**config.mk**
```make
export PLATFORM = sky130hd
export DESIGN_NAME = entity_renderer
export DESIGN_NICKNAME = d
export VERILOG_FILES = /design/src/rtl/entity_renderer_pkg.sv /design/src/rtl/entity_renderer_timing.sv /design/src/rtl/entity_renderer.sv
export SDC_FILE = /design/constraint.sdc
export NUM_CORES = 1
export LEC_CHECK = 0
export BUFFER_PORTS_ARGS = -buffer_cell sky130_fd_sc_hd__buf_2
export CORE_ASPECT_RATIO = 0.8
export CORE_UTILIZATION = 45
export DETAILED_ROUTE_END_ITERATION = 6
export HOLD_SLACK_MARGIN = 0.12
export PLACE_DENSITY = 0.7
export SYNTH_ARGS = -nofsm -noshare
export SYNTH_HDL_FRONTEND = slang
export SYNTH_SLANG_ARGS = --single-unit
export TNS_END_PERCENT = 20
```
**constraint.sdc**
```tcl
create_clock -name vga_clk -period 1.9 [get_ports vga_clk]
set_input_delay 0.38 -clock vga_clk [delete_from_list [all_inputs] [get_ports vga_clk]]
set_output_delay 0.38 -clock vga_clk [all_outputs]
set_load 0.01 [all_outputs]
```
**src/rtl/entity_renderer_pkg.sv**
```systemverilog
`default_nettype none
// ============================================================================
// Package     : entity_renderer_pkg
// Description : Shared entity/state codes, VGA timing defaults, colour
//               constants and test palette for the entity renderer.
// Revision    : 1.0 - initial release
// ============================================================================
package entity_renderer_pkg;

    // Entity codes exchanged with game logic
    localparam int ENT_LADDR      = 3;
    localparam int ENT_W          = ENT_LADDR + 1;
    localparam int ENT_NOTHING    = 0;
    localparam int ENT_SNAKE_HEAD = 1;
    localparam int ENT_SNAKE_TAIL = 2;
    localparam int ENT_APPLE      = 3;
    localparam int ENT_WALL       = 4;

    // Game state codes
    localparam logic [2:0] STATE_START    = 3'd0;
    localparam logic [2:0] STATE_INGAME   = 3'd1;
    localparam logic [2:0] STATE_PAUSE    = 3'd2;
    localparam logic [2:0] STATE_GAMEOVER = 3'd3;
    localparam logic [2:0] STATE_TEST     = 3'd4;

    // Grid cell size in pixels
    localparam int H_SQUARE = 16;
    localparam int V_SQUARE = 16;

    // 640x480@60 timing defaults
    localparam int H_VISIBLE_D = 640;
    localparam int H_FP_D      = 16;
    localparam int H_SYNC_D    = 96;
    localparam int H_BP_D      = 48;
    localparam int V_VISIBLE_D = 480;
    localparam int V_FP_D      = 10;
    localparam int V_SYNC_D    = 2;
    localparam int V_BP_D      = 33;
    localparam int H_TOTAL     = H_VISIBLE_D + H_FP_D + H_SYNC_D + H_BP_D;
    localparam int V_TOTAL     = V_VISIBLE_D + V_FP_D + V_SYNC_D + V_BP_D;

    // Colour format {R[3:0],G[3:0],B[3:0]}
    localparam int COLOR_W = 12;
    typedef logic [COLOR_W-1:0] color_t;

    localparam color_t COL_BLACK      = 12'h000;
    localparam color_t COL_FLASH      = 12'h800;
    localparam color_t COL_WALL       = 12'h888;
    localparam color_t COL_APPLE      = 12'hF00;
    localparam color_t COL_HEAD       = 12'h0F0;
    localparam color_t COL_TAIL       = 12'h0A0;
    localparam color_t COL_TAIL_EDGE  = 12'h050;
    localparam color_t COL_ERROR      = 12'hF0F;

    // Colour-bar palette used in test mode
    function automatic color_t test_palette(input logic [2:0] idx);
        color_t c;
        case (idx)
            3'd0:    c = 12'h000;
            3'd1:    c = 12'hF00;
            3'd2:    c = 12'h0F0;
            3'd3:    c = 12'h00F;
            3'd4:    c = 12'hFF0;
            3'd5:    c = 12'h0FF;
            3'd6:    c = 12'hF0F;
            default: c = 12'hFFF;
        endcase
        return c;
    endfunction

endpackage
`default_nettype wire

```
**src/rtl/entity_renderer_timing.sv**
```systemverilog
`default_nettype none
// ============================================================================
// Module      : vga_timing
// Description : Raster counters, raw active/sync windows and the once-per-
//               frame tick (first blank line) for the entity renderer.
// Revision    : 1.0 - initial release
// ============================================================================
module vga_timing #(
    parameter int H_VISIBLE = 640,
    parameter int H_FP      = 16,
    parameter int H_SYNC    = 96,
    parameter int H_BP      = 48,
    parameter int V_VISIBLE = 480,
    parameter int V_FP      = 10,
    parameter int V_SYNC    = 2,
    parameter int V_BP      = 33
) (
    input  logic       clk,
    input  logic       rst,
    output logic [9:0] h_cnt,
    output logic [9:0] v_cnt,
    output logic       active,
    output logic       hs_raw,
    output logic       vs_raw,
    output logic       frame_tick
);

    localparam int H_TOTAL_L = H_VISIBLE + H_FP + H_SYNC + H_BP;
    localparam int V_TOTAL_L = V_VISIBLE + V_FP + V_SYNC + V_BP;

    localparam logic [9:0] c_h_last     = 10'(H_TOTAL_L - 1);
    localparam logic [9:0] c_v_last     = 10'(V_TOTAL_L - 1);
    localparam logic [9:0] c_h_vis      = 10'(H_VISIBLE);
    localparam logic [9:0] c_v_vis      = 10'(V_VISIBLE);
    localparam logic [9:0] c_hs_start   = 10'(H_VISIBLE + H_FP);
    localparam logic [9:0] c_hs_end     = 10'(H_VISIBLE + H_FP + H_SYNC);
    localparam logic [9:0] c_vs_start   = 10'(V_VISIBLE + V_FP);
    localparam logic [9:0] c_vs_end     = 10'(V_VISIBLE + V_FP + V_SYNC);

    logic [9:0] w_h_next;
    logic [9:0] w_v_next;

    // Next raster position: h wraps at end of line, v advances only on h wrap
    always_comb begin
        w_h_next = h_cnt + 10'd1;
        w_v_next = v_cnt;
        if (h_cnt == c_h_last) begin
            w_h_next = 10'd0;
            w_v_next = (v_cnt == c_v_last) ? 10'd0 : v_cnt + 10'd1;
        end
    end

    // Counter registers; the tick is looked ahead so it coincides with (0, V_VISIBLE)
    always_ff @(posedge clk or posedge rst) begin
        if (rst) begin
            h_cnt      <= 10'd0;
            v_cnt      <= 10'd0;
            frame_tick <= 1'b0;
        end else begin
            h_cnt      <= w_h_next;
            v_cnt      <= w_v_next;
            frame_tick <= (w_h_next == 10'd0) && (w_v_next == c_v_vis);
        end
    end

    assign active = (h_cnt < c_h_vis) && (v_cnt < c_v_vis);
    assign hs_raw = (h_cnt >= c_hs_start) && (h_cnt < c_hs_end);
    assign vs_raw = (v_cnt >= c_vs_start) && (v_cnt < c_vs_end);

endmodule
`default_nettype wire

```
**src/rtl/entity_renderer.sv**
```systemverilog
`default_nettype none
// ============================================================================
// Module      : entity_renderer
// Description : VGA raster generator that hands pixel coordinates to game
//               logic, takes back the entity code one cycle later and maps
//               it to 12-bit RGB with cell borders and game-over flash.
// Revision    : 1.0 - initial release
// ============================================================================
module entity_renderer
    import entity_renderer_pkg::*;
#(
    parameter int   H_VISIBLE = H_VISIBLE_D,
    parameter int   H_FP      = H_FP_D,
    parameter int   H_SYNC    = H_SYNC_D,
    parameter int   H_BP      = H_BP_D,
    parameter int   V_VISIBLE = V_VISIBLE_D,
    parameter int   V_FP      = V_FP_D,
    parameter int   V_SYNC    = V_SYNC_D,
    parameter int   V_BP      = V_BP_D,
    parameter logic SYNC_POL  = 1'b0,
    parameter int   ENT_W     = entity_renderer_pkg::ENT_W,
    parameter int   FLASH_BIT = 3
) (
    input  logic               vga_clk,
    input  logic               reset_p,
    input  logic [ENT_W-1:0]   entity,
    input  logic [2:0]         game_state,
    input  logic               game_over,
    output logic [9:0]         x_out,
    output logic [9:0]         y_out,
    output logic               hsync,
    output logic               vsync,
    output logic [COLOR_W-1:0] rgb,
    output logic               frame_tick
);

    localparam int CX_W = $clog2(H_SQUARE);
    localparam int CY_W = $clog2(V_SQUARE);

    logic [9:0]      w_h_cnt;
    logic [9:0]      w_v_cnt;
    logic            w_active;
    logic            w_hs_raw;
    logic            w_vs_raw;

    logic            r1_active;
    logic            r1_hs;
    logic            r1_vs;
    logic [CX_W-1:0] r1_cx;
    logic [CY_W-1:0] r1_cy;

    logic [4:0]      r_flash_cnt;
    logic            w_flash_on;
    color_t          w_rgb;

    vga_timing #(
        .H_VISIBLE (H_VISIBLE),
        .H_FP      (H_FP),
        .H_SYNC    (H_SYNC),
        .H_BP      (H_BP),
        .V_VISIBLE (V_VISIBLE),
        .V_FP      (V_FP),
        .V_SYNC    (V_SYNC),
        .V_BP      (V_BP)
    ) u_timing (
        .clk        (vga_clk),
        .rst        (reset_p),
        .h_cnt      (w_h_cnt),
        .v_cnt      (w_v_cnt),
        .active     (w_active),
        .hs_raw     (w_hs_raw),
        .vs_raw     (w_vs_raw),
        .frame_tick (frame_tick)
    );

    // Stage 0: the counters are the coordinates game logic samples
    assign x_out = w_h_cnt;
    assign y_out = w_v_cnt;

    // Stage 1: delay timing and cell offsets to line up with the returned entity
    always_ff @(posedge vga_clk or posedge reset_p) begin
        if (reset_p) begin
            r1_active <= 1'b0;
            r1_hs     <= 1'b0;
            r1_vs     <= 1'b0;
            r1_cx     <= '0;
            r1_cy     <= '0;
        end else begin
            r1_active <= w_active;
            r1_hs     <= w_hs_raw;
            r1_vs     <= w_vs_raw;
            r1_cx     <= CX_W'(w_h_cnt % 10'(H_SQUARE));
            r1_cy     <= CY_W'(w_v_cnt % 10'(V_SQUARE));
        end
    end

    // Game-over flash counter: counts frames while game_over, cleared otherwise
    always_ff @(posedge vga_clk or posedge reset_p) begin
        if (reset_p) begin
            r_flash_cnt <= 5'd0;
        end else if (frame_tick) begin
            r_flash_cnt <= game_over ? r_flash_cnt + 5'd1 : 5'd0;
        end
    end

    assign w_flash_on = game_over && r_flash_cnt[FLASH_BIT];

    // Colour map for the pixel currently in stage 1
    always_comb begin
        w_rgb = COL_BLACK;
        if (r1_active) begin
            if (game_state == STATE_INGAME) begin
                case (entity)
                    ENT_W'(ENT_NOTHING):    w_rgb = w_flash_on ? COL_FLASH : COL_BLACK;
                    ENT_W'(ENT_WALL):       w_rgb = COL_WALL;
                    ENT_W'(ENT_APPLE):      w_rgb = COL_APPLE;
                    ENT_W'(ENT_SNAKE_HEAD): w_rgb = COL_HEAD;
                    ENT_W'(ENT_SNAKE_TAIL): w_rgb = ((r1_cx == '0) || (r1_cy == '0))
                                                    ? COL_TAIL_EDGE : COL_TAIL;
                    default:                w_rgb = COL_ERROR;
                endcase
            end else if (game_state == STATE_TEST) begin
                w_rgb = test_palette(entity[2:0]);
            end
        end
    end

    // Stage 2: colour and syncs registered together so they stay aligned
    always_ff @(posedge vga_clk or posedge reset_p) begin
        if (reset_p) begin
            rgb   <= COL_BLACK;
            hsync <= ~SYNC_POL;
            vsync <= ~SYNC_POL;
        end else begin
            rgb   <= w_rgb;
            hsync <= r1_hs ? SYNC_POL : ~SYNC_POL;
            vsync <= r1_vs ? SYNC_POL : ~SYNC_POL;
        end
    end

endmodule
`default_nettype wire

```
; ---- Word level (Yosys, flattened, before mapping)
; Index checks and enable logic that the tools add are counted.
[word_totals]
in_bits = 10
elab_cells = 60
reg_bits = 51
[op_classes]
n_eq_ne = 15
muxes = 13
addsub = 3
n_reduce_logical = 11
order_cmp = 6
[op_table]
columns = cell, count
row1 = case mux 12 bit (7 select lines), 1
row2 = case mux 12 bit (5 select lines), 1
row3 = 2-to-1 mux 12 bit, 4
row4 = 2-to-1 mux 10 bit, 3
row5 = "adder 10 x 1 -> 10 bit, second input constant", 2
row6 = "== test 10 bit, second input constant", 2
row7 = "less-than comparator 10 bit, second input constant", 2
row8 = "less-than comparator 10 x 9 -> 1 bit, second input constant", 2
row9 = "== test 3 bit, second input constant", 4
row10 = logical NOT 4 bit, 3
row11 = "== test 10 x 9 -> 1 bit, second input constant", 1
row12 = ">= comparator 10 bit, second input constant", 1
row13 = ">= comparator 10 x 9 -> 1 bit, second input constant", 1
row14 = logical NOT 10 bit, 1
row15 = "== test 4 x 2 -> 1 bit, second input constant", 2
row16 = 2-to-1 mux 8 bit, 1
row17 = "== test 3 x 1 -> 1 bit, second input constant", 2
row18 = "== test 3 x 2 -> 1 bit, second input constant", 2
row19 = "adder 5 x 1 -> 5 bit, second input constant", 1
row20 = logical AND 1 bit, 5
row21 = 2-to-1 mux 5 bit, 1
row22 = "== test 4 x 1 -> 1 bit, second input constant", 1
row23 = "== test 4 x 3 -> 1 bit, second input constant", 1
row24 = logical NOT 3 bit, 1
row25 = 2 further kinds, 3

; ---- Logic depth before layout (Yosys ltp)
; Gate-level depths: netlist of run 1.
[depth]
depth_word = 6
ltp_mapped = 8

; ---- Modules after synthesis
; From an unflattened synthesis of run 1, not the netlist that was laid out.
[hier_totals]
hier_cells = 228
hier_area_um2 = 2277.2
[by_module_without_submodules]
columns = mod, n_inst, area_per_inst_um2, seq_area_each_um2, cells_per_inst
row1 = vga_timing, 1, 1315.0, 525.5, 145
row2 = entity_renderer, 1, 962.2, 603.1, 83

; ---- Worst setup path after synthesis of run 1
; No wires, ideal clock.
[synth_timing]
path_type = register to register
start = reg u_timing.h_cnt[0]
end = reg u_timing.frame_tick
path_stages_with_launch = 9
synth_period_minus_slack_ps = 2121
path_slack_ps = -221
required_time_ps = 1773
t_arrival_ps = 1994
path_buffers = 1
cell_sequence = dfrtp_1 ha_1 nand3_2 or4_1 buf_2 o311ai_0 o31ai_1 nand3_1 nor4_2
[synth_between]
elab_chain_cells = 4
word_cells_on_any_way = 7
cone_classes = add/sub: 1 / eq/ne: 2 / mux: 2 / reduce/logical: 2
[synth_lines]
columns = item, line_no
row1 = "start, declared", entity_renderer_timing.sv:20  ; output logic [9:0] h_cnt,
row2 = "start signal, assigned", entity_renderer_timing.sv:60  ; h_cnt <= w_h_next;
row3 = adder 10 x 1 -> 10 bit or == test 10 bit (tied branches), "entity_renderer_timing.sv:45, entity_renderer_timing.sv:47"
row4 = 2-to-1 mux 10 bit, entity_renderer_timing.sv:47  ; if (h_cnt == c_h_last) begin
row5 = logical NOT 10 bit or == test 10 x 9 -> 1 bit (tied branches), entity_renderer_timing.sv:62  ; frame_tick <= (w_h_next == 10'd0) && (w_v_next == c_v_vis);
row6 = logical AND 1 bit *, entity_renderer_timing.sv:62
row7 = "end signal, assigned", entity_renderer_timing.sv:62
row8 = "end, declared", entity_renderer_timing.sv:25  ; output logic frame_tick
; Every way passes the cells marked *; elsewhere a longest branch is shown, timed or not.
; A chain may end at the register's enable or synchronous reset.

; ---- Worst setup path after layout of run 1
[layout_timing]
start = reg u_timing.h_cnt[1]
end = reg u_timing.frame_tick
; The elaborated chain is that of the path after synthesis.

==> results.txt, run 1 <==
Internal power: 1326 µW
Simple-gate portion of the synthesized area: 0.2122
Die area: 5159 µm²
Hpwl dp: 3359 µm
Post-synth EDFFs: 0
Worst rel slew slack: 0.6367
Vias/cell: 5.214
Initial antenna violation count: 0
Sequential power share: 0.571
Hold_ws: 212.9 ps
Net switching power: 369.4 µW
H-tree Lvls: 2
Initial Util: 0.4743
RSZ-0062 raised after global routing: yes
Max-Cap Viols: 0
PortBufs: 44
Crit path capture type: flip-flop
Overflow after GRT: 0
Post-CTS Setup Inserts: 0
Pre-CTS setup slack: -23.41 ps
FF+latch count, synth: 45
Combinational family with the most area after synthesis: simple AND/OR/NAND/NOR gates
Critical Path AT: 2080 ps
Fin nets: 299
CTS buffer count: 5
Ys Warns: 0
Final hold vios: 0
Placer Congestion: 0.8236
Top cells by area, synth: dfrtp_1, o21ai_0, xor2_1
Placed cells: 337
Post-synthesis cell count: 221
Adder-cell share of the synthesized area: 0.02852
Post-route cell area: 2750 µm²
Total Wirelength: 4598 µm
Clk Latency, worst-skew pair: 290 ps
Mux contribution to synthesized area: 0.004564
Worst min-delay path class: in -> async
Tcrit/Tclk final: 0.9929
Clock Sinks: 45
Clock Skews: 1.894 ps
CP Launch Point: u_timing.h_cnt[1]$_DFF_PP0_
First-pass GRT wire length: 8066 µm
Worst Path Max Fanout: 5
Slew Limit Fails: 0
Final setup viols: 0
Placement Cell Area: 2621 µm²
Yosys cell types: 44
Drt wl/cell: 13.33 µm
Sw frac: 0.2180
Residual DRC count: 0
Largest net degree at the start of global routing: 46
Vias in the first global route: 1806
# hold bufs at CTS: 0
Via count: 1799
Setup ws final: 13.48 ps
Clk root buf: clkbuf_8
Sequential fraction of the synthesis area: 0.5145
Crit Reg-Reg Endpoint: u_timing.frame_tick$_DFF_PP0_
Worst R2R Path Depth: 6
Area grow syn2layout: 25.39%
First-iteration detailed-routing DRC count: 54
Fmax: 530.1 MHz
Tot GR Track Use: 0.2018
Post-synth top flop: dfrtp_1
Boundary Pins: 45
Syn Nets: 236
Maximum vdd drop: 314.3 µV
Die extent in y: 64.45 µm
Layout Cells excl Fill: 345
Ys async rst share: 1.000
Static Leakage: 0.001348 µW
Worst reg2reg path startpoint: u_timing.h_cnt[1]$_DFF_PP0_
Crit path launch type: flip-flop
Synth Area in Compound Gates: 0.1295
R2R Setup Slk: 10 ps
Post-synth top area share: 0.4906
Status: finished clean
Power per cell area: 616.3 nW/µm²
Total core area: 4624 µm²
Worst-path clk slew: 80 ps
Antenna diodes: 0
CP required: 2100 ps
Final Critical Period: 1887 ps
TritonCTS clock tree: yes
Antenna-violating nets left: 0
Fraction of layout cells with a size suffix above 1: 0.3193
Mapped cell area: 2193 µm²
Clk buf depth: 2
Drt first pass iters: 4
Clock power frac: 0.376
Chip width: 80.06 µm
XOR/XNOR Fraction of Synth Area: 0.05990
Std cell rows: 22
Critical Setup Path Class: reg -> reg
Leading area contributor after synthesis: dfrtp_1
Post-layout util: 0.5947
Gate power share: 0.053
Syn_area_per_cell: 9.925 µm²
Slew @ Worst Pin: 545.0 ps
-- per-stage QoR --
stage          total power, µW  TNS [ps]
2_1_floorplan             1046         0
3_3_place_gp              1077         0
3_5_place_dp              1078    -23.41
4_1_cts                   1723   -0.5824
5_1_grt                   1779    -64.78
6_report                  1695         0
-- area by class of cell --
type                            instances  area, µm²
Fill cell                             414       1874
Sequential cell                        45       1132
Multi-Input combinational cell        152      996.0
Timing Repair Buffer                   68      400.4
Clock buffer                            7      96.34
Tap cell                               60      75.07
Inverter                               12      45.04
Clock inverter                          1      5.005
-- synthesized netlist by cell type (2+ instances only) --
master     n
a22o_1     2
buf_4      5
nor3_1     4
buf_2      2
nand4b_1   2
a31oi_1    3
inv_1     12
and3_1     4
a21oi_1    9
o21ai_0   16
or4_1      3
and2_1     2
nand3_1   10
a32oi_1    2
xnor2_1    6
nor4_1     5
ha_1       5
dfstp_2    2
clkbuf_1   4
nor2_1    20
nand2b_1   5
nand2_1   20
nor2b_1    2
nand3b_1   3
o22ai_1    2
dfrtp_1   43
o31ai_1    3
xor2_1     9
-- kinds of logic after synthesis --
family / after synthesis
simple gates: 88
buf+inv: 24
xor+xnor: 15
compound gates: 43
mux: 1
fa+ha+maj: 5
flops: 45
-- worst max-delay path, stage by stage, from the launching register on --
cell and delay, ps:
dfrtp_2 390, ha_4 150, nand3_4 90, or4_4 540
a2111oi_4 310, nand3_1 150, nor4_2 170
-- what timing repair did --
item | 4_1_cts | 5_1_grt
endpoints found under the setup margin | 1 | 2
pin swaps | 0 | 3
resized for setup | 2 | 4
-- placed cells by master, fill, tap and decap left out, types with 7 or more instances in the layout --
cell | synthesis | routed
buf_2 | 2 | 44
xor2_1 | 9 | 9
clkbuf_8 | 0 | 7
dfrtp_1 | 43 | 40
nand2_1 | 20 | 20
buf_4 | 5 | 24
nand3_1 | 10 | 10
nor2_1 | 20 | 19
o21ai_0 | 16 | 16
inv_1 | 12 | 11
a21oi_1 | 9 | 9
-- routing by layer --
layer	wire length [µm]	track usage
met1	2147	0.2726
met2	2113	0.3237
met3	295	0.04225
met4	40	0.06920
met5	0	0
-- flip-flops by register name, summed over array words and instances (netlist names) --
name / cells
r1_hs: 1
r1_vs: 1
vsync: 1
hsync: 1
r1_active: 1
rgb: 7
r1_cx: 4
u_timing.h_cnt: 10
r1_cy: 4
r_flash_cnt: 4
u_timing.v_cnt: 10
u_timing.frame_tick: 1
-- power by group through the flow --
stage	Combinational, µW	Clock (µW)	Sequential [µW]
floorplan	53.3	0	993
global placement	90.1	0	987
detailed placement	90.6	0	987
CTS	90.9	664	968
global route	104	705	970
finish	89.4	638	968
-- worst max path at each step --
stage | end | slack, ps | cells past startpoint
finish | u_timing.frame_tick$_DFF_PP0_ | 10 | 6
global placement | u_timing.v_cnt[8]$_DFF_PP0_ | 50 | 8
CTS | u_timing.frame_tick$_DFF_PP0_ | -0.6 | 5
detailed placement | u_timing.frame_tick$_DFF_PP0_ | -20 | 5
global route | u_timing.frame_tick$_DFF_PP0_ | -60 | 6
floorplan | u_timing.frame_tick$_DFF_PP0_ | 20 | 7
(Power assumes the default switching activity.)
==> inputs of run 2 (changes only) <==
--- a/config.mk
+++ b/config.mk
@@ -10,7 +10,7 @@
 export CORE_UTILIZATION = 45
 export DETAILED_ROUTE_END_ITERATION = 6
 export HOLD_SLACK_MARGIN = 0.12
-export PLACE_DENSITY = 0.7
+export PLACE_DENSITY = 0.76
 export SYNTH_ARGS = -nofsm -noshare
 export SYNTH_HDL_FRONTEND = slang
 export SYNTH_SLANG_ARGS = --single-unit
==> results.txt, run 2 (synthesis results as in run 1) <==
Status: finished, violations left
Failing checks: setup timing
Met2 global-route usage: 0.3301 (+0.006410)
Area of the multi-input gates: 1008 µm² (+1.3%)
Fraction of layout cells with a size suffix above 1: 0.3264 (+0.007091)
H-tree Lvls: 2 (unchanged)
Final setup viols: 1 (+1)
Crit path launch type: flip-flop
Clk buf depth: 2 (unchanged)
Biggest regs: u_timing.h_cnt (10), u_timing.v_cnt (10), rgb (7)
Top Usage Layer GRT: met2
Hpwl dp: 3646 µm (+8.6%)
Setup Total Neg Slack: -17.82 ps (-17.82 ps)
Post-route cell area: 2796 µm² (+1.7%)
CP required: 2080 ps (-20 ps)
RSZ-0062 raised after global routing: yes
Filler instances: 401 (-3.1%)
Critical Setup Path Class: reg -> reg
Total Wirelength: 4878 µm (+6.1%)
Drt first pass iters: 4 (unchanged)
Placer Congestion: 0.9106 (+11%)
Vias in the first global route: 1814 (+0.44%)
Worst min-delay path class: reg -> reg
Chip width: 80.06 µm (unchanged)
Clock Skews: 8.445 ps (+6.551 ps)
Vias/cell: 5.420 (+3.9%)
Max-Cap Viols: 0 (unchanged)
First-pass GRT wire length: 8238 µm (+2.1%)
Total area of sequential cells: 1131 µm² (-0.11%)
Via count: 1886 (+4.8%)
Clk Latency, worst-skew pair: 290 ps (about the same)
Tot GR Track Use: 0.2088 (+0.006970)
Crit path capture type: flip-flop
Commonest non-fill, non-tap cell in the layout: buf_2
Placement Cell Area: 2636 µm² (+0.57%)
Critical Path AT: 2100 ps (+20 ps)
Slowest-stage cell, CP: or4_4
CTS buffer count: 5 (unchanged)
Std cell rows: 22 (unchanged)
First-iteration detailed-routing DRC count: 53 (-1.9%)
Most frequent cells in the layout: buf_2, dfrtp_1, buf_4
Post-layout util: 0.6047 (+0.01001)
Antenna-violating nets left: 0 (unchanged)
Global-route track usage on met3: 0.04648 (+0.004225)
Maximum vdd drop: 505.0 µV (+61%)
Initial antenna violation count: 0 (unchanged)
PortBufs: 44 (unchanged)
Antenna diodes: 0 (unchanged)
Final Critical Period: 1918 ps (+31.30 ps)
Final Total Pwr: 1776 µW (+4.8%)
Die extent in y: 64.45 µm (unchanged)
Area grow syn2layout: 27.50%
Clk root buf: clkbuf_8
Biggest cell delay along the critical path: 580 ps (+40 ps)
Fmax: 521.4 MHz (-1.6%)
Initial Util: 0.4743 (unchanged)
Largest net degree at the start of global routing: 22 (-52%)
Slew Limit Fails: 0 (unchanged)
Fin nets: 302 (+1.0%)
TritonCTS clock tree: yes
Final hold vios: 0 (unchanged)
Worst Path Max Fanout: 5 (unchanged)
Worst rel slew slack: 0.5208 (-0.1159)
Power per cell area: 635.0 nW/µm² (+3.0%)
Tcrit/Tclk final: 1.009 (+0.01648)
Boundary Pins: 45 (unchanged)
Slew @ Worst Pin: 714.4 ps (+169.4 ps)
Pre-CTS setup slack: -17.59 ps (+5.823 ps)
Setup ws final: -17.82 ps (-31.30 ps)
Met1 Usage GRT: 0.2732 (+0.0006692)
Clock Sinks: 45 (unchanged)
Drt wl/cell: 14.02 µm (+5.2%)
Overflow after GRT: 0 (unchanged)
Crit path cell chain: nand4b_1 -> or4_4 -> o311ai_2 -> o31ai_2 -> nand3_1 -> nor4_2
Static Leakage: 0.001374 µW (+1.9%)
Post-CTS Setup Inserts: 0 (unchanged)
Total core area: 4624 µm² (unchanged)
Die area: 5159 µm² (unchanged)
Residual DRC count: 0 (unchanged)
Worst-path clk slew: 80 ps (about the same)
-- run 2: worst paths after layout --
check | start | end | slack, ps | cells past startpoint
worst max-delay path | u_timing.h_cnt[7]$_DFF_PP0_ | u_timing.frame_tick$_DFF_PP0_ | -20 | 6
worst min-delay path | r1_vs$_DFF_PP0_ | vsync$_DFF_PP1_ | 340 | 1
worst max register to register | u_timing.h_cnt[7]$_DFF_PP0_ | u_timing.frame_tick$_DFF_PP0_ | -20 | 6
worst min register to register | r1_vs$_DFF_PP0_ | vsync$_DFF_PP1_ | 340 | 1
max in group asynchronous | reset_p | vsync$_DFF_PP1_ | 640 | 4
min in group asynchronous | reset_p | r_flash_cnt[0]$_DFFE_PP0P_ | 660 | 3
-- run 2: final cells by class --
type,instances,area share
well taps,60,0.02685
clock buffers,6,0.02595
clock inverters,2,0.01387
repair buffers,71,0.1521
inverters,12,0.01611
multi-input cells,152,0.3606
flip-flops and latches,45,0.4045
-- run 2: through the flow --
step	instances	hold slack [ps]
6_report	348	343.3
5_1_grt	348	354.7
4_1_cts	348	345.2
3_5_place_dp	339	345.8
3_3_place_gp	339	340.6
2_1_floorplan	221	336.7
-- run 2: per-layer routing --
layer	up-vias	part of all wire
met5	-	0
met1	903	0.43
met3	11	0.072
met2	71	0.47
li1	901	-
met4	0	0.022
-- run 2: critical path: cells and delay by family (launching register included) --
kind / cells / cell delay (ps)
AOI/OAI and AO/OA: 2 / 440
DFF: 1 / 380
and+or+nand+nor: 4 / 990
-- run 2: report_power, final --
group	switching [µW]	internal [µW]	total, µW
clock network	318	395	713
registers	2.75	966	968
logic	59.1	35.4	94.5
-- run 2: timing repair --
action | 4_1_cts | 5_1_grt
endpoints found under the setup margin | 2 | 4
hold buffers | 1 | 0
endpoints found under the hold margin | 2 | 0
pin swaps | 0 | 0
gates resized for setup | 5 | 3
gates cloned | 0 | 0
==> inputs of run 3 (changes only) <==
--- a/config.mk
+++ b/config.mk
@@ -6,11 +6,13 @@
 export NUM_CORES = 1
 export LEC_CHECK = 0
 export BUFFER_PORTS_ARGS = -buffer_cell sky130_fd_sc_hd__buf_2
+export CELL_PAD_IN_SITES_DETAIL_PLACEMENT = 1
+export CELL_PAD_IN_SITES_GLOBAL_PLACEMENT = 1
 export CORE_ASPECT_RATIO = 0.8
-export CORE_UTILIZATION = 45
+export CORE_UTILIZATION = 37
 export DETAILED_ROUTE_END_ITERATION = 6
 export HOLD_SLACK_MARGIN = 0.12
-export PLACE_DENSITY = 0.76
+export PLACE_DENSITY = 0.8
 export SYNTH_ARGS = -nofsm -noshare
 export SYNTH_HDL_FRONTEND = slang
 export SYNTH_SLANG_ARGS = --single-unit
==> results.txt, run 3 (synthesis results as in run 1) <==
Status: finished, violations left
Failing checks: setup timing
Maximum vdd drop: 563.9 µV (+12%)
Vias/cell: 5.245 (-3.2%)
Die extent in y: 70.87 µm (+10%)
Crit path cell chain: nand4b_1 -> or4_4 -> o311ai_1 -> o31ai_1 -> nand3_1 -> nor4_2
Boundary Pins: 45 (unchanged)
CTS buffer count: 5 (unchanged)
Sw frac: 0.2235 (+0.009499)
Initial Util: 0.3927 (-0.08160)
H-tree Lvls: 2 (unchanged)
Initial antenna violation count: 0 (unchanged)
First-pass GRT wire length: 8997 µm (+9.2%)
Die area: 6242 µm² (+21%)
Clk Latency, worst-skew pair: 290 ps (about the same)
Placed cells: 356 (+5.0%)
Residual DRC count: 0 (unchanged)
Most frequent cells in the layout: buf_2, dfrtp_1, buf_4
Biggest regs: u_timing.h_cnt (10), u_timing.v_cnt (10), rgb (7)
Critical Path AT: 2100 ps (about the same)
Hold_ws: 366.6 ps (+23.32 ps)
Worst R2R Path Depth: 6 (unchanged)
Internal power: 1330 µW (-4.7%)
CP required: 2070 ps (about the same)
Antenna diodes: 0 (unchanged)
Fraction of layout cells with a size suffix above 1: 0.3345 (+0.008094)
Fin nets: 304 (+0.66%)
Tcrit/Tclk final: 1.018 (+0.008232)
Worst rel slew slack: 0.7221 (+0.2012)
Post-route cell area: 2848 µm² (+1.8%)
Static Leakage: 0.001384 µW (+0.75%)
Vias in the first global route: 1918 (+5.7%)
Met2 global-route usage: 0.2946 (-0.03555)
Met1 Usage GRT: 0.2571 (-0.01609)
Setup ws final: -33.46 ps (-15.64 ps)
Worst setup path end: u_timing.frame_tick$_DFF_PP0_
Clock Skews: 10.20 ps (+1.754 ps)
Std cell rows: 24 (+9.1%)
PortBufs: 44 (unchanged)
Layout Cells excl Fill: 368 (+5.7%)
Slew @ Worst Pin: 413.1 ps (-301.3 ps)
Crit path capture type: flip-flop
Tot GR Track Use: 0.1852 (-0.02356)
Gate power share: 0.056 (+0.003)
Biggest cell delay along the critical path: 570 ps (about the same)
First-iteration detailed-routing DRC count: 89 (+68%)
Drt wl/cell: 15.54 µm (+11%)
Net switching power: 382.9 µW (+0.76%)
Critical Setup Path Class: reg -> reg
Overflow after GRT: 0 (unchanged)
Clock power frac: 0.379 (-0.022)
Placer Congestion: 0.8268 (-9.2%)
Antenna-violating nets left: 0 (unchanged)
Sequential power share: 0.565 (+0.020)
Worst reg2reg path startpoint: u_timing.h_cnt[7]$_DFF_PP0_
Setup Total Neg Slack: -33.46 ps (-15.64 ps)
TritonCTS clock tree: yes
Total Wirelength: 5717 µm (+17%)
Largest net degree at the start of global routing: 38 (+73%)
Filler instances: 666 (+66%)
Placement Cell Area: 2664 µm² (+1.0%)
Max-Cap Viols: 0 (unchanged)
Hpwl dp: 4140 µm (+14%)
CP Launch Point: u_timing.h_cnt[7]$_DFF_PP0_
Final Critical Period: 1933 ps (+15.64 ps)
Global-route track usage on met3: 0.04784 (+0.001362)
Final setup viols: 1 (unchanged)
Top Usage Layer GRT: met2
Commonest non-fill, non-tap cell in the layout: buf_2
Worst Path Max Fanout: 6 (+1)
Power per cell area: 601.6 nW/µm² (-5.3%)
Total core area: 5585 µm² (+21%)
Crit Reg-Reg Endpoint: u_timing.frame_tick$_DFF_PP0_
Crit path launch type: flip-flop
Clk buf depth: 2 (unchanged)
Via count: 1930 (+2.3%)
Fmax: 517.2 MHz (-0.81%)
Worst-path clk slew: 90 ps (about the same)
RSZ-0062 raised after global routing: yes
Clk root buf: clkbuf_8
Area grow syn2layout: 29.83%
Chip width: 88.08 µm (+10%)
R2R Setup Slk: -30 ps (-20 ps)
Worst min-delay path class: reg -> reg
Slew Limit Fails: 0 (unchanged)
Final hold vios: 0 (unchanged)
Post-layout util: 0.5099 (-0.09485)
Clock Sinks: 45 (unchanged)
Slowest-stage cell, CP: or4_4
Drt first pass iters: 4 (unchanged)
-- run 3: cell count changes in the layout (fill, tap and decap cells not counted), sizes merged --
cell / change
bufinv: -1
buf: +2
clkbuf: +1
-- run 3: worst min path at each step --
| stage | startpoint | end | cells past startpoint |
|---|---|---|---|
| finish | r1_hs$_DFF_PP0_ | hsync$_DFF_PP1_ | 1 |
| global route | game_over | r_flash_cnt[0]$_DFFE_PP0P_ | 3 |
| CTS | game_over | r_flash_cnt[0]$_DFFE_PP0P_ | 3 |
| detailed placement | reset_p | r_flash_cnt[3]$_DFFE_PP0P_ | 2 |
| global placement | reset_p | r_flash_cnt[3]$_DFFE_PP0P_ | 2 |
| floorplan | r1_hs$_DFF_PP0_ | hsync$_DFF_PP1_ | 1 |
-- run 3: worst max-delay path: cells and delay by family (launching register included) --
kind / cells / cell delay, ps
flops: 1 / 390
simple gates: 4 / 970
compound gates: 2 / 440
-- run 3: layer usage --
| layer | up-vias | part of all wire |
|---|---|---|
| met2 | 62 | 0.48 |
| li1 | 904 | - |
| met5 | - | 0 |
| met3 | 9 | 0.057 |
| met4 | 0 | 0.011 |
| met1 | 955 | 0.45 |
-- run 3: stage by stage --
| step | worst slack (ps) | total power (µW) |
|---|---|---|
| finish | -33.46 | 1713 |
| global route | -168.2 | 1786 |
| CTS | -11.20 | 1732 |
| detailed placement | -40.17 | 1084 |
| global placement | 33.79 | 1081 |
| floorplan | 16.88 | 1046 |
-- run 3: power groups by stage --
stage | clock network (µW) | logic [µW] | registers (µW)
3_5_place_dp | 0 | 96.4 | 988
3_3_place_gp | 0 | 94.0 | 987
2_1_floorplan | 0 | 53.3 | 993
5_1_grt | 706 | 110 | 970
4_1_cts | 665 | 98.1 | 969
6_report | 648 | 96.3 | 968
-- run 3: timing repair --
item | 4_1_cts | 5_1_grt
endpoints found under the hold margin | 8 | 0
pin swaps | 0 | 2
hold buffers | 1 | 0
setup buffers | 0 | 3
setup endpoints to repair | 3 | 3
resized for setup | 3 | 7
-- run 3: area by class of cell --
type	instances	area, µm²	share of cell area
repair buffers	73	452.9	0.1591
inverters	12	45.04	0.01582
multi-input cells	152	1020	0.3581
clock buffers	7	96.34	0.03383
clock inverters	1	5.005	0.001757
well taps	78	97.59	0.03427
flip-flops and latches	45	1131	0.3972
